--- src/rtl/serial_addsub.sv ---
// Bit-serial adder/subtractor: one full-adder cell (two half adders + OR) fed by a
// carry flop, consuming one operand bit per clock LSB first, with start/busy/done.

module serial_addsub_ha (
  input  logic x_i,
  input  logic y_i,
  output logic s_o,
  output logic c_o
);
  assign s_o = x_i ^ y_i;
  assign c_o = x_i & y_i;
endmodule

module serial_addsub #(
  parameter int WIDTH = 8
) (
  input  logic             clk_i,
  input  logic             rst_i,
  input  logic             start_i,
  input  logic             sub_i,
  input  logic [WIDTH-1:0] a_i,
  input  logic [WIDTH-1:0] b_i,
  output logic             busy_o,
  output logic             done_o,
  output logic [WIDTH-1:0] sum_o,
  output logic             cout_o,
  output logic             ovf_o
);
  localparam int CNT_W = $clog2(WIDTH+1);
  localparam logic [CNT_W-1:0] LAST = CNT_W'(WIDTH-1);

  typedef enum logic [1:0] {IDLE, RUN, DONE} state_e;

  state_e             state_q;
  logic [WIDTH-1:0]   sa_q, sb_q, res_q, res_d;
  logic [CNT_W-1:0]   cnt_q;
  logic               carry_q;
  logic               busy_q, done_q, cout_q, ovf_q;
  logic [WIDTH-1:0]   sum_q;
  logic               p, g0, s, g1, c;

  serial_addsub_ha u_ha0 (.x_i(sa_q[0]), .y_i(sb_q[0]), .s_o(p), .c_o(g0));
  serial_addsub_ha u_ha1 (.x_i(p),       .y_i(carry_q), .s_o(s), .c_o(g1));
  assign c     = g0 | g1;
  assign res_d = {s, res_q[WIDTH-1:1]};

  always_ff @(posedge clk_i or posedge rst_i) begin
    if (rst_i) begin
      state_q <= IDLE;
      sa_q    <= '0;
      sb_q    <= '0;
      res_q   <= '0;
      cnt_q   <= '0;
      carry_q <= 1'b0;
      busy_q  <= 1'b0;
      done_q  <= 1'b0;
      sum_q   <= '0;
      cout_q  <= 1'b0;
      ovf_q   <= 1'b0;
    end else begin
      case (state_q)
        IDLE, DONE: begin
          done_q <= 1'b0;
          if (start_i) begin
            // subtraction as a + ~b + 1: the +1 enters through the initial carry
            sa_q    <= a_i;
            sb_q    <= sub_i ? ~b_i : b_i;
            carry_q <= sub_i;
            cnt_q   <= '0;
            state_q <= RUN;
            busy_q  <= 1'b1;
          end else begin
            state_q <= IDLE;
            busy_q  <= 1'b0;
          end
        end
        RUN: begin
          sa_q    <= sa_q >> 1;
          sb_q    <= sb_q >> 1;
          res_q   <= res_d;
          carry_q <= c;
          cnt_q   <= cnt_q + 1'b1;
          if (cnt_q == LAST) begin
            // carry_q here is still the carry into the MSB
            sum_q   <= res_d;
            cout_q  <= c;
            ovf_q   <= carry_q ^ c;
            state_q <= DONE;
            busy_q  <= 1'b0;
            done_q  <= 1'b1;
          end
        end
        default: state_q <= IDLE;
      endcase
    end
  end

  assign busy_o = busy_q;
  assign done_o = done_q;
  assign sum_o  = sum_q;
  assign cout_o = cout_q;
  assign ovf_o  = ovf_q;
endmodule
--- config.mk ---
export PLATFORM = sky130hd
export DESIGN_NAME = serial_addsub
export DESIGN_NICKNAME = d
export VERILOG_FILES = /design/src/rtl/serial_addsub.sv
export SDC_FILE = /design/constraint.sdc
export NUM_CORES = 1
export LEC_CHECK = 0
export CORE_MARGIN = 4
export CORE_UTILIZATION = 46
export CTS_CLUSTER_SIZE = 40
export DETAILED_ROUTE_END_ITERATION = 6
export PLACE_DENSITY = 0.72
export SYNTH_ARGS = -nofsm -noshare
export SYNTH_HDL_FRONTEND = slang
export SYNTH_SLANG_ARGS = --single-unit
--- constraint.sdc ---
create_clock -name clk_i -period 1.6 [get_ports clk_i]
set_clock_uncertainty 0.15 [all_clocks]
set_input_delay 0.32 -clock clk_i [delete_from_list [all_inputs] [get_ports clk_i]]
set_output_delay 0.32 -clock clk_i [all_outputs]
set_load 0.01 [all_outputs]
* Yosys cells after proc, flatten, opt, wreduce, memory -nomap -nowiden
Index checks and enable logic that the tools add are counted.
** Operators by class
- Add/sub/neg operators :: 1
- Multiply operators :: 0
- Divide/modulo/power cells :: 0
- $lt $le $gt $ge :: 0
- Equal/unequal tests :: 5
- Shift-type cells :: 0
- Multiplexer cells :: 17
- Bitwise gates (word level) :: 7
- Reduce and logical (&&, ||, !) cells :: 6
** Operator list (count)
- $pmux W8 S2 :: 2
- $mux W8 :: 3
- $not A8 Y8 :: 1
- $pmux W4 S2 :: 1
- $pmux W1 S2 :: 3
- $reduce_and A2 Y1 :: 3
- $mux W1 :: 5
- $add A4 B1 Y4 const B :: 1
- $eq A4 B3 Y1 const B :: 1
- $mux W4 :: 1
- $ne A2 B2 Y1 const B :: 2
- $pmux W2 S2 :: 1
- $xor A1 B1 Y1 :: 3
- $and A1 B1 Y1 :: 2
- $eq A2 B1 Y1 const B :: 1
- $eq A2 B2 Y1 const B :: 1
- $logic_not A2 Y1 :: 1
- $mux W2 :: 1
- $reduce_bool A2 Y1 :: 1
- $reduce_or A2 Y1 :: 1
- $or A1 B1 Y1 :: 1
** Storage, ports and cells
- Register bits :: 43
- Bits in latches :: 0
- Bits in writable memories :: 0
- ROM bits :: 0
- Output and inout port bits :: 12
- Memories :: 0

* Longest topological paths before layout
- Depth after elaboration :: 4
- Depth in mapped cells :: 5
- Depth with buffers taken out :: 4

* Cells and area by module
Synthesis repeated with hierarchy kept, for this count alone.
** Second synthesis, totals
- Cells, all modules :: 159
- Area total of the unflattened synthesis :: 1841.8 sq um
** By module, submodules not included
- serial_addsub :: instances 1, cells an instance 157, area each 1816.7 sq um, seq. area each 1051.0 sq um
- serial_addsub_ha :: instances 2, cells an instance 1, area each 12.5 sq um, seq. area each 0.0 sq um

* Worst setup path after synthesis
Ideal clock, no wire load.
- Path type :: register to register
- Start point :: register cnt_q[0]
- End point :: register cout_q (netlist: cout_o)
- Setup time :: 0.128 ns
- Arrival time :: 1.370 ns
- Required time :: 1.322 ns
- Path slack :: -0.048 ns
- Cell stages (with the launch flop) :: 6
- Path buffers :: 1
- Period minus slack after synthesis :: 1.648 ns
- Path through :: dfrtp_1 ha_1 nand2_1 nor3b_4 buf_6 mux2_1
** Between the ends
- Cells in the longest elaborated chain, start to end :: 2
** RTL lines
- from (decl) :: line 36 : logic [CNT_W-1:0] cnt_q;
- from (signal assigned) :: line 82 : cnt_q <= cnt_q + 1'b1;
- $eq A4 B3 Y1 :: line 83 : if (cnt_q == LAST) begin
- $reduce_and A2 Y1 (no source line)
- to (signal assigned) :: line 58 : cout_q <= 1'b0;
- to (signal assigned) :: line 86 : cout_q <= c;
- to (decl) :: line 38 : logic busy_q, done_q, cout_q, ovf_q;
No other way between the ends.
A chain may end at the register's enable or synchronous reset.

* Final worst setup path
- Start point :: register cnt_q[0]
- End point :: register sum_q[6] (netlist: sum_o[6])
** Between the ends
- Cells in the longest elaborated chain, start to end :: 2
** RTL lines
- $eq A4 B3 Y1 :: line 83
- $reduce_and A2 Y1 (no source line)
- to (signal assigned) :: line 85 : sum_q <= res_d;
- to (decl) :: line 39 : logic [WIDTH-1:0] sum_q;
No other way between the ends.

==> flow_metrics.tcl <==
set metrics [dict create \
    yosysTopAreaCellShare_pct 58.5 \
    critPathCaptureType "flip-flop" \
    routedWlPerCell_um 15.0 \
    final_max_slew_viol_count 0 \
    relSlewSlack_pct 78.0 \
    die_area_sq_um 4970 \
    cts_sinks 42 \
    dp_cells 219 \
    rsz0062_at_grt "true" \
    synth_common_cells "dfrtp_1 (42), a22o_1 (11), mux2_2 (11)" \
    final_core_util_pct 65.7 \
    syn-num-nets 153 \
    required_ps 1630 \
    io_buffers 31 \
    detail-route-antenna-nets 0 \
    top_level_ports 32 \
    worst_setup_path_start_kind "flip-flop" \
    setup_viol 6 \
    drive_above_1_share_pct 23.9 \
    die_w_um 70.5 \
    cts_root_buffer "clkbuf_8" \
    post_cts_buffers 0 \
    drtIter0Drc 93 \
    synth_edf_count 0 \
    synth.most_common_cell "dfrtp_1" \
    finalHoldViolCount 0 \
    grt_pass1_wl_um 5910 \
    netlist_area_sq_um 1800 \
    max-clock-path-buffers 2 \
    tightest_slew_ps 330 \
    cp.arrival_ps 1650 \
    gp_congestion 0.757 \
    tns_ps -66.5 \
    die_h_um 70.5 \
    synth_top_flop_cell "dfrtp_1" \
    ys_seq_elements 42 \
    num-nets-final 201 \
    grt_start_max_net_pins 43 \
    clock.fmax_mhz 618 \
    h-tree-depth 2 \
    hold_class "in -> async" \
    ctsHoldBuffers 0 \
    leakage_nw 1.17 \
    finalInstanceArea_sq_um 2440 \
    grt-ovfl-total 0 \
    synth_warnings 0 \
    drtPass1Iterations 4 \
    path_class "reg -> reg" \
    row_count 22 \
    fp.coreArea_sq_um 3720 \
    cts_made_buffers 5 \
    clkLatencyLatePin_ps 290 \
    violations "setup timing" \
    max-vdd-ir-drop_uv 886 \
    status "complete, but fails checks" \
    layout_min_cycle_time_ps 1620 \
    syn_avg_cell_area_sq_um 13.7 \
    hpwl_um 2410 \
    drc 0 \
    yosys.area.top_type "dfrtp_1" \
    setup_ws_ps -19.4 \
    clk_pin_slew_ps 80 \
    ys_types 25 \
    async_flop_share_pct 100 \
    fin_crit_sh_pct 101 \
    synthTopCellsByArea "dfrtp_1 (59%), mux2_2 (6.9%), a22o_1 (5.4%)" \
    num_vias 1173 \
    areaGrowthSynthToFinish_pct 35.9 \
    cp_max_fo 13 \
    fin_hold_ws_ps 232 \
    p_per_area_nw_per_um2 2000 \
    drv_cap 0 \
    start_util_pct 48.3 \
    cts_tree "yes" \
    grt_pass1_vias 1286 \
    antenna_found_initial 0 \
    viasPerCell 5.14 \
    ys_seq_area_share_pct 58.5 \
    dpl-instance-area_sq_um 2300 \
    finalNonFillerCells 228 \
    synthesis.instances 131 \
    gr-usage-all-layers_pct 15.1 \
    routed_wl_um 3430 \
    diodes 0 \
]
cell families (layout without fill, tap and decap cells):
logic type | after synthesis | count (layout) | share of synthesized area [%]
XOR/XNOR | 10 | 10 | 4.88
adder cells (fa/ha/maj) | 2 | 2 | 1.81
AO/OA/AOI/OAI | 29 | 29 | 13.6
AND/OR/NAND/NOR | 19 | 20 | 5.85
multiplexers | 20 | 20 | 12.4
buffers and inverters | 9 | 57 | 2.93
flip-flops | 42 | 42 | 58.5
cells in the final DEF (no fill, tap or decap), drive strengths merged:
cell type,count
fa,1
nor2b,1
dlygate4sd2,12
a21o,9
buf,17
nor3b,1
ha,1
dfrtp,42
clkbuf,6
a22o,11
mux2i,2
and2b,1
nand4,1
nor2,10
xnor2,8
a221o,7
o21ai,2
clkdlybuf4s50,19
mux2,18
bufinv,2
inv,1
nand2b,1
xor2,2
nand2,5
registers in the layout (all words and copies together) (netlist names):
signal,flops
cnt_q,4
carry_q,1
cout_o,1
ovf_o,1
state_q,2
sa_q,8
done_o,1
sb_q,8
sum_o,8
busy_o,1
res_q,7
through the flow:
| stage | power (W) | setup slack [ps] |
|---|---|---|
| finish | 0.00488 | -19.4 |
| global route | 0.00520 | -78.4 |
| CTS | 0.00490 | -23.2 |
| detailed placement | 0.00395 | -177 |
| global placement | 0.00384 | -154 |
| floorplan | 0.00310 | -10.7 |
power breakdown:
| part | leakage, nW | internal (W) | switching [W] |
|---|---|---|---|
| sequential | 0.522 | 0.00157 | 0.000311 |
| clock | 0.0714 | 0.000665 | 0.000347 |
| combinational | 0.576 | 0.00115 | 0.000837 |
| total | 1.17 | 0.00338 | 0.00150 |
final cells by class:
cell class                      instances  area [sq um]
Clock buffer                            6          82.6
Clock inverter                          2          60.1
Tap cell                               48          60.1
Timing Repair Buffer                   48           473
Sequential cell                        42          1050
Multi-Input combinational cell         81           709
Inverter                                1          3.75
Fill cell                             296          1280
critical path, cell delays in order, from the launching register on:
cell,delay (ps)
dfrtp_1,360
ha_2,200
nand2_2,70
nor3b_4,220
buf_12,170
mux2_2,340
repair_timing:
item | in CTS | in global routing
gates cloned | 0 | 1
resized for setup | 13 | 1
endpoints found under the setup margin | 22 | 17
pin swaps | 1 | 1
worst paths after layout:
path	from	depth (start not counted)	slack (ps)	to
min in group clk_i	sum_o[3]	1	330	sum_o[3]
max reg2reg	cnt_q[0]	5	-20	sum_o[6]
max in group asynchronous	rst_i	3	870	sa_q[3]
min	rst_i	3	230	sum_o[0]
min reg2reg	sum_o[3]	1	330	sum_o[3]
max	cnt_q[0]	5	-20	sum_o[6]
metal layers:
layer  up-vias  part of all wire (%)  wire length, um  track usage (%)
li1        561                     -                -                -
met1       584                    45             1540             19.3
met2        24                    49             1690             24.0
met3         4                   4.4              150             4.89
met4         0                   1.3               43             5.11
met5         -                     0                0                0
No activity file was read; power rests on OpenSTA's default activity.
